<file path="src/rtl/except_sched.sv">
// Exception/interrupt scheduler: arbitrates slot exceptions and interrupts, drives CP0 commit,
// pipeline flush and PC redirect. Optional event counter enabled by EXCEPT_SCHED_PERF_EN.
module except_sched #(
   parameter logic [31:0] EXC_VECTOR   = 32'hBFC00380,
   parameter int unsigned FLUSH_CYCLES = 2
) (
   input  logic        clk,
   input  logic        rst,
   input  logic        mem_stall_i,
   input  logic        s0_valid_i,
   input  logic        s1_valid_i,
   input  logic [31:0] s0_pc_i,
   input  logic [31:0] s1_pc_i,
   input  logic        s0_ds_i,
   input  logic        s1_ds_i,
   input  logic [7:0]  s0_exc_i,
   input  logic [7:0]  s1_exc_i,
   input  logic        s0_is_store_i,
   input  logic        s1_is_store_i,
   input  logic [31:0] s0_badaddr_i,
   input  logic [31:0] s1_badaddr_i,
   input  logic [31:0] status_i,
   input  logic [31:0] cause_i,
   input  logic [31:0] epc_i,
   output logic [31:0] excepttype_o,
   output logic [31:0] exc_pc_o,
   output logic [31:0] exc_badaddr_o,
   output logic        exc_ds_o,
   output logic        flush_o,
   output logic        redirect_o,
   output logic [31:0] new_pc_o,
   output logic        busy_o,
   output logic [31:0] exc_count_o
);

   typedef enum logic [1:0] {IDLE = 2'd0, HOLD = 2'd1, FLUSH = 2'd2} state_e;

   // bad_sel: 0 = no bad address, 1 = slot pc, 2 = slot data address
   typedef struct packed {
      logic       hit;
      logic [4:0] code;
      logic [1:0] bad_sel;
   } pick_t;

   function automatic pick_t pick(input logic valid, input logic intr,
                                  input logic [7:0] exc, input logic store);
      pick_t p;
      p = '0;
      if (!valid)      p = '0;
      else if (intr)   p = '{1'b1, 5'h01, 2'd0};
      else if (exc[0]) p = '{1'b1, 5'h04, 2'd1};
      else if (exc[1]) p = '{1'b1, 5'h0a, 2'd0};
      else if (exc[2]) p = '{1'b1, 5'h08, 2'd0};
      else if (exc[3]) p = '{1'b1, 5'h09, 2'd0};
      else if (exc[4]) p = '{1'b1, 5'h0d, 2'd0};
      else if (exc[5]) p = '{1'b1, 5'h0c, 2'd0};
      else if (exc[6]) p = '{1'b1, (store ? 5'h05 : 5'h04), 2'd2};
      else if (exc[7]) p = '{1'b1, 5'h0e, 2'd0};
      else             p = '0;
      return p;
   endfunction

   state_e      state_q, state_d;
   logic [3:0]  cnt_q, cnt_d;
   logic [4:0]  hold_code_q, hold_code_d;
   logic [31:0] hold_pc_q, hold_pc_d, hold_bad_q, hold_bad_d, hold_epc_q, hold_epc_d;
   logic        hold_ds_q, hold_ds_d;
   logic [31:0] type_q, pc_q, bad_q, new_pc_q;
   logic        ds_q, flush_q, redirect_q;

   logic        int_pend_s, win_hit_s, win_ds_s, commit_s, c_ds_s;
   logic [4:0]  win_code_s, c_code_s;
   logic [31:0] win_pc_s, win_bad_s, c_pc_s, c_bad_s, c_epc_s;
   pick_t       p0_s, p1_s, pw_s;
   logic        unused_s;

   assign unused_s   = ^{status_i[31:16], status_i[7:2], cause_i[31:16], cause_i[7:0]};
   assign int_pend_s = (|(status_i[15:8] & cause_i[15:8])) & status_i[0] & ~status_i[1];

   // Winner selection: slot 0 first, slot 1 only when slot 0 has no event
   always_comb begin
      p0_s = pick(s0_valid_i, int_pend_s, s0_exc_i, s0_is_store_i);
      p1_s = pick(s1_valid_i, 1'b0, s1_exc_i, s1_is_store_i);
      if (p0_s.hit) begin
         pw_s     = p0_s;
         win_pc_s = s0_pc_i;
         win_ds_s = s0_ds_i;
         win_bad_s = (p0_s.bad_sel == 2'd1) ? s0_pc_i :
                     (p0_s.bad_sel == 2'd2) ? s0_badaddr_i : 32'd0;
      end else begin
         pw_s     = p1_s;
         win_pc_s = s1_pc_i;
         win_ds_s = s1_ds_i;
         win_bad_s = (p1_s.bad_sel == 2'd1) ? s1_pc_i :
                     (p1_s.bad_sel == 2'd2) ? s1_badaddr_i : 32'd0;
      end
      win_hit_s  = pw_s.hit;
      win_code_s = pw_s.code;
   end

   // Next-state and commit selection
   always_comb begin
      state_d     = state_q;
      cnt_d       = cnt_q;
      hold_code_d = hold_code_q;
      hold_pc_d   = hold_pc_q;
      hold_bad_d  = hold_bad_q;
      hold_epc_d  = hold_epc_q;
      hold_ds_d   = hold_ds_q;
      commit_s    = 1'b0;
      c_code_s    = win_code_s;
      c_pc_s      = win_pc_s;
      c_bad_s     = win_bad_s;
      c_ds_s      = win_ds_s;
      c_epc_s     = epc_i;
      case (state_q)
         IDLE: begin
            if (win_hit_s && mem_stall_i) begin
               hold_code_d = win_code_s;
               hold_pc_d   = win_pc_s;
               hold_bad_d  = win_bad_s;
               hold_ds_d   = win_ds_s;
               hold_epc_d  = epc_i;
               state_d     = HOLD;
            end else if (win_hit_s) begin
               commit_s = 1'b1;
            end else begin
               state_d = IDLE;
            end
         end
         HOLD: begin
            c_code_s = hold_code_q;
            c_pc_s   = hold_pc_q;
            c_bad_s  = hold_bad_q;
            c_ds_s   = hold_ds_q;
            c_epc_s  = hold_epc_q;
            if (!mem_stall_i) commit_s = 1'b1;
            else              state_d  = HOLD;
         end
         FLUSH: begin
            if (cnt_q == 4'd0) state_d = IDLE;
            else               cnt_d   = cnt_q - 4'd1;
         end
         default: state_d = IDLE;
      endcase
      if (commit_s) begin
         state_d = FLUSH;
         cnt_d   = 4'(FLUSH_CYCLES - 32'd1);
      end else begin
         cnt_d = cnt_d;
      end
   end

   // State, hold registers and registered CP0/flush outputs
   always_ff @(posedge clk or negedge rst) begin
      if (!rst) begin
         state_q     <= IDLE;
         cnt_q       <= 4'd0;
         hold_code_q <= 5'd0;
         hold_pc_q   <= 32'd0;
         hold_bad_q  <= 32'd0;
         hold_epc_q  <= 32'd0;
         hold_ds_q   <= 1'b0;
         type_q      <= 32'd0;
         pc_q        <= 32'd0;
         bad_q       <= 32'd0;
         ds_q        <= 1'b0;
         flush_q     <= 1'b0;
         redirect_q  <= 1'b0;
         new_pc_q    <= 32'd0;
      end else begin
         state_q     <= state_d;
         cnt_q       <= cnt_d;
         hold_code_q <= hold_code_d;
         hold_pc_q   <= hold_pc_d;
         hold_bad_q  <= hold_bad_d;
         hold_epc_q  <= hold_epc_d;
         hold_ds_q   <= hold_ds_d;
         flush_q     <= (state_d == FLUSH);
         redirect_q  <= commit_s;
         if (commit_s) begin
            type_q   <= {27'd0, c_code_s};
            pc_q     <= c_pc_s;
            bad_q    <= c_bad_s;
            ds_q     <= c_ds_s;
            new_pc_q <= (c_code_s == 5'h0e) ? c_epc_s : EXC_VECTOR;
         end else begin
            type_q   <= 32'd0;
            pc_q     <= 32'd0;
            bad_q    <= 32'd0;
            ds_q     <= 1'b0;
            new_pc_q <= new_pc_q;
         end
      end
   end

`ifdef EXCEPT_SCHED_PERF_EN
   logic [31:0] count_q;

   // Counts committed exceptions/interrupts, ERET excluded
   always_ff @(posedge clk or negedge rst) begin
      if (!rst)                                   count_q <= 32'd0;
      else if (commit_s && (c_code_s != 5'h0e))   count_q <= count_q + 32'd1;
      else                                        count_q <= count_q;
   end

   assign exc_count_o = count_q;
`else
   assign exc_count_o = 32'd0;
`endif

   assign excepttype_o  = type_q;
   assign exc_pc_o      = pc_q;
   assign exc_badaddr_o = bad_q;
   assign exc_ds_o      = ds_q;
   assign flush_o       = flush_q;
   assign redirect_o    = redirect_q;
   assign new_pc_o      = new_pc_q;
   assign busy_o        = (state_q != IDLE);

endmodule

</file>
<file path="config.mk">
export PLATFORM = sky130hd
export DESIGN_NAME = except_sched
export DESIGN_NICKNAME = d
export VERILOG_FILES = /design/src/rtl/except_sched.sv
export SDC_FILE = /design/constraint.sdc
export NUM_CORES = 1
export LEC_CHECK = 0
export CAP_MARGIN = 20
export CELL_PAD_IN_SITES_DETAIL_PLACEMENT = 0
export CELL_PAD_IN_SITES_GLOBAL_PLACEMENT = 1
export CORE_MARGIN = 10
export CORE_UTILIZATION = 30
export DETAILED_ROUTE_END_ITERATION = 6
export GPL_TIMING_DRIVEN = 0
export PLACE_DENSITY = 0.74
export RECOVER_POWER = 50
export SETUP_SLACK_MARGIN = 0.3
export SLEW_MARGIN = 15
export SYNTH_ARGS = -nofsm -noshare
export SYNTH_HDL_FRONTEND = slang
export SYNTH_SLANG_ARGS = --single-unit
</file>
<file path="constraint.sdc">
create_clock -name clk -period 1.9 [get_ports clk]
set_clock_uncertainty 0.15 [all_clocks]
set_input_delay 0.38 -clock clk [delete_from_list [all_inputs] [get_ports clk]]
set_output_delay 0.38 -clock clk [all_outputs]
set_load 0.05 [all_outputs]
</file>
---- Word-level counts from Yosys, hierarchy flattened ----
Index checks and enable logic that the tools add are counted.
cells by class
  reductions and logical operators ........ 8
  muxes and demuxes ....................... 52
  bitwise gates (word level) .............. 4
  add/sub/neg operators ................... 1
  eq/ne operators ......................... 9
operator list
  cell                                                                    count
  32-bit 2-to-1 mux                                                       12
  8-bit 2-to-1 mux                                                        20
  4-bit 2-to-1 mux                                                        3
  2-bit 2-to-1 mux                                                        5
  5-bit 2-to-1 mux                                                        2
  8-bit bitwise AND                                                       1
  2-bit equality test (second input constant)                             4
  1-bit 2-to-1 mux                                                        8
  8-bit OR reduction                                                      1
  2-bit by 1-bit equality test with 1-bit output (second input constant)  3
  2-bit case mux with 3 select lines                                      1
  5-bit by 4-bit equality test with 1-bit output (second input constant)  1
  4-bit zero test                                                         1
  2-bit AND reduction                                                     2
  2-bit nonzero test                                                      2
  4-bit by 1-bit subtractor with 4-bit output (second input constant)     1
  1-bit bitwise AND                                                       2
  2-bit zero test                                                         1
  2-bit != test (second input constant)                                   1
  1-bit case mux with 2 select lines                                      1
  1-bit logical AND                                                       1
  1-bit NOT                                                               1
storage, ports and cells
  output and inout bits ................... 164
  register bits after elaboration ......... 239

---- Logic depth before layout (Yosys ltp) ----
  depth after elaboration ................. 16
  gate-level depth with buffers ........... 9

---- Least setup slack after synthesis ----
OpenSTA, ideal clock, no wires.
  path type ............................... in2reg
  from .................................... input status_i[9]
  to ...................................... register hold_bad_q[0]
  arrival time ............................ 2.274 ns
  cell stages on the path ................. 8
  data required time ...................... 1.625 ns
  setup slack ............................. -0.648 ns
  path through ............................ a22o_1 > o41a_1 > buf_6 > o21ai_4 > a211o_1 > buf_2 > buf_2 > mux2_2
between the ends
  word-level cells in the longest chain between the ends .. 10
ends and longest elaborated chain
  element                             RTL line  RTL
  start, declared                     22        input logic [31:0] status_i,
  8-bit bitwise AND (*)               78        assign int_pend_s = (|(status_i[15:8] & cause_i[15:8])) & status_i[0] & ~status_i[1];
  8-bit OR reduction (*)              78
  1-bit bitwise AND (*) (2 in a row)  78
  8-bit 2-to-1 mux (*)                50        else if (intr) p = '{1'b1, 5'h01, 2'd0};
  8-bit 2-to-1 mux (*)                49        if (!valid) p = '0;
  2-bit equality test                 89        (p0_s.bad_sel == 2'd2) ? s0_badaddr_i : 32'd0;
  32-bit 2-to-1 mux                   89
  32-bit 2-to-1 mux                   88        win_bad_s = (p0_s.bad_sel == 2'd1) ? s0_pc_i :
  32-bit 2-to-1 mux                   84        if (p0_s.hit) begin
  end signal, assigned                176       hold_bad_q <= hold_bad_d;
  end, declared                       66        logic [31:0] hold_pc_q, hold_pc_d, hold_bad_q, hold_bad_d, hold_epc_q, hold_epc_d;
Every way passes the cells marked *; elsewhere a longest branch is shown, timed or not.
A chain may end at the register's enable or synchronous reset.

---- Final worst setup path ----
  from .................................... input cause_i[10]
  to ...................................... register hold_bad_q[16]
between the ends
  word-level cells in the longest chain between the ends .. 10
ends and longest elaborated chain
  element                             RTL line  RTL
  start, declared                     23        input logic [31:0] cause_i,
  8-bit bitwise AND (*)               78
  8-bit OR reduction (*)              78
  1-bit bitwise AND (*) (2 in a row)  78
  8-bit 2-to-1 mux (*)                50
  8-bit 2-to-1 mux (*)                49
  2-bit equality test                 89
  32-bit 2-to-1 mux                   89
  32-bit 2-to-1 mux                   88
  32-bit 2-to-1 mux                   84
Marks and branches as above.

==> summary.txt <==
Outcome
  • Status: finished with violations
  • Violated checks: negative setup slack

Timing
  • Slew headroom: 0.169
  • Setup WS post-layout: -0.483 ns
  • Maximum clock rate: 420 MHz
  • Final hold vios: 0
  • Fin. max-slew vios: 0
  • Crit share post-route: 1.25
  • Final min period: 2.38 ns
  • Fin Setup TNS: -89.86 ns
  • Unrepaired setup endpoints after global routing: yes
  • Number of setup violations in the final report: 386
  • Worst Tran Pin Value: 1.25 ns

Clocking
  • Clock Tree Buf Depth: 3
  • Worst-Skew Late Latency: 0.52 ns
  • Htree depth: 1
  • Clk pin slew, worst setup/hold paths: 0.06 ns
  • CTS Sinks: 210
  • CTS tree: built
  • Root Driver: clkbuf_16
  • Total CTS buffers: 25

Final layout
  • Layout cells sized above 1: 0.462
  • Number of fill cells in the layout: 2,920
  • Fin area: 20,600 µm²
  • Area Growth Syn to Fin: 88.5%
  • Nets: 1,855

Synthesis
  • Post-synthesis compound-gate area fraction: 0.193
  • Commonest cells post-synth: dfrtp_1, nand2_1, nor2_1, mux2_2, mux2i_1
  • Post-Synth Adder-Cell Area: 0.00229
  • Mux contribution to synthesized area: 0.123
  • Post-Synth Simple-Gate Area: 0.118
  • Combinational family with the most area after synthesis: compound AO/OA/AOI/OAI gates
  • Synth Area in XOR/XNOR: 0.00240
  • Top-area cell type share of the netlist area: 0.481
  • Synth Area per Inst: 10.2 µm²
  • Cell Area, Synth: 10,900 µm²
  • Cell accounting for the most synthesized area: dfrtp_1
  • Top-count cell post-synth: dfrtp_1
  • Cells after synthesis: 1,071
  • Yosys warns: 0
  • Yosys reg bits: 210
  • Distinct cells, synth: 55
  • Sequential share of the synthesized area: 0.481
  • Synth async-reset ratio: 1.00
  • Number of flops mapped to enable cells by yosys: 0
  • Area contributors post-synth: dfrtp_1, mux2_2, mux2i_1
  • Main synth FF type: dfrtp_1

Power and ir drop
  • Max VDD drop: 0.721 mV
  • Pwr per Cell Area: 1090 nW/µm²
  • P_leak: 9.33 nW

Placed design
  • Placed cell area: 15,100 µm²
  • GP Congestion: 0.862
  • DP Wirelength: 32,400 µm
  • Buffers on Ports: 306

Routing
  • DRT iter0 DRCs: 650
  • Pre-antenna DRT Iters: 5
  • Final ANT Viol Nets: 0
  • WL final: 49,800 µm
  • DR WL/cell: 23.8 µm
  • Post-DR vias/cell: 5.12
  • DRC viols: 0
  • Routed via count: 10,700

Die
  • I/O pins: 413
  • Core area: 35,700 µm²
  • Die Height: 211 µm
  • Rows: 69
  • Die Wd: 211 µm
  • Starting Density: 0.306
  • Die area: 44,500 µm²

Run
  • Max-cap violations: 0

Setup path
  • Reg2reg path depth: 9
  • Critical Path Fanout Max: 5
  • R2R setup slack: -0.42 ns
  • RR Startpoint: state_q[0]
  • Critical Path AT: 2.64 ns
  • RR Endpoint: new_pc_o[20]
  • Setup crit start: cause_i[10]
  • CP required: 2.15 ns
  • Critical path launch point type: input pin
  • Crit Path Class: in2reg
  • CP Capture Type: flop

Global route
  • GRT Total Usage: 0.215
  • Vias in the first global route: 11,600
  • Grt ovf: 0
  • Global-route wire length before repair: 73,500 µm
  • Number of antenna violations at the first check in global routing: 12
  • Largest net degree at the start of global routing: 98

Hold path
  • Hold_sp: hold_pc_q[27]
  • Hold Path Cell Cnt: 2
  • WHS Endpoint: hold_pc_q[27]
  • Worst hold-check path type: reg2reg
[cells in the final DEF, fill, tap and decap left out, types with 15 or more instances in the layout]
cell             count
clkbuf_1            15
buf_4              107
mux2i_4             21
a21o_1              33
mux2_4              65
clkbuf_16           40
a32oi_4             17
a32oi_2             15
o21ai_2             28
buf_16              25
buf_8               21
nand3_1             40
buf_6              144
a21oi_2             24
dfrtp_1            208
buf_12              43
a211oi_2            29
clkdlybuf4s50_1    165
mux2i_1             33
nor2_1              54
nand2_1            131
conb_1              60
a22oi_1             32
nand2_2             15
dlygate4sd2_1       18
[flip-flops by register name, summed over array words and instances, names as in the netlist]
register	count
excepttype_o	4
hold_bad_q	32
exc_pc_o	32
exc_badaddr_o	32
exc_ds_o	1
hold_code_q	4
hold_epc_q	32
hold_ds_q	1
new_pc_o	32
state_q	2
flush_o	1
hold_pc_q	32
cnt_q	4
redirect_o	1
[critical path, stage by stage]
cell	delay [ns]
buf_6	0.09
a22o_4	0.24
o41a_1	0.44
buf_6	0.16
o21ai_4	0.18
buf_12	0.14
buf_6	0.09
buf_6	0.09
buf_12	0.11
buf_6	0.10
buf_12	0.10
buf_16	0.12
a32oi_2	0.07
mux2_4	0.32
[final cells by class]
class                   count  area [µm²]  share of cell area
clock inverters             7         113             0.00546
flip-flops and latches    210        5260               0.255
multi-input cells         763        6990               0.339
plain buffers             150        1610              0.0783
inverters                   6        32.5             0.00158
repair buffers            447        5270               0.256
repair inverters            1        8.76            0.000425
clock buffers              36         727              0.0353
diodes                      9        22.5             0.00109
well taps                 461         577              0.0280
[how the worst max path moves through the flow]
stage / to / slack, ns / depth (start not counted)
5_1_grt: hold_bad_q[15] / -0.53 / 14
2_1_floorplan: new_pc_o[14] / -0.53 / 9
3_3_place_gp: hold_epc_q[10] / -8.92 / 1
6_report: hold_bad_q[16] / -0.48 / 14
4_1_cts: hold_bad_q[0] / -0.44 / 12
3_5_place_dp: new_pc_o[30] / -1.80 / 7
[logic make-up after synthesis]
kind of cell	count (synthesis)
and+or+nand+nor	304
AOI/OAI and AO/OA	268
DFF	210
buffers and inverters	157
muxes	126
xor gates and xnor gates	3
adders and majority gates	2
other	1
[metrics by stage]
| step | power (mW) | hold slack (ns) | worst slack [ns] | utilization | instances |
|---|---|---|---|---|---|
| after global routing | 23.4 | 0.337 | -0.533 | 0.576 | 2087 |
| after CTS | 21.8 | 0.136 | -0.443 | 0.554 | 2063 |
| after detailed placement | 13.3 | 0.0877 | -1.80 | 0.421 | 1899 |
| final | 22.4 | 0.333 | -0.483 | 0.577 | 2090 |
| after global placement | 13.2 | 0.310 | -8.92 | 0.419 | 1897 |
| after floorplan | 10.9 | -0.0656 | -0.533 | - | 1130 |
[routing by layer]
layer	vias up	share of wire	GRT usage
li1	4836	-	-
met1	5349	0.40	0.256
met2	427	0.50	0.369
met3	82	0.081	0.0619
met4	8	0.023	0.0607
met5	-	0.00094	0
[power breakdown]
part	leakage (nW)	switching, mW	internal, mW
registers	2.66	0.877	5.88
logic	6.25	5.31	5.38
clock network	0.411	1.92	3.04
[what timing repair did]
action                                 in CTS  in global routing
buffers inserted                           87                 18
resized for setup                        1354                119
hold buffers                                1                  0
gates cloned                               34                  0
pin swaps                                 104                 36
setup endpoints to repair                 314                309
endpoints found under the hold margin     210                  0
Note: power is estimated with default switching activity, not from simulation.
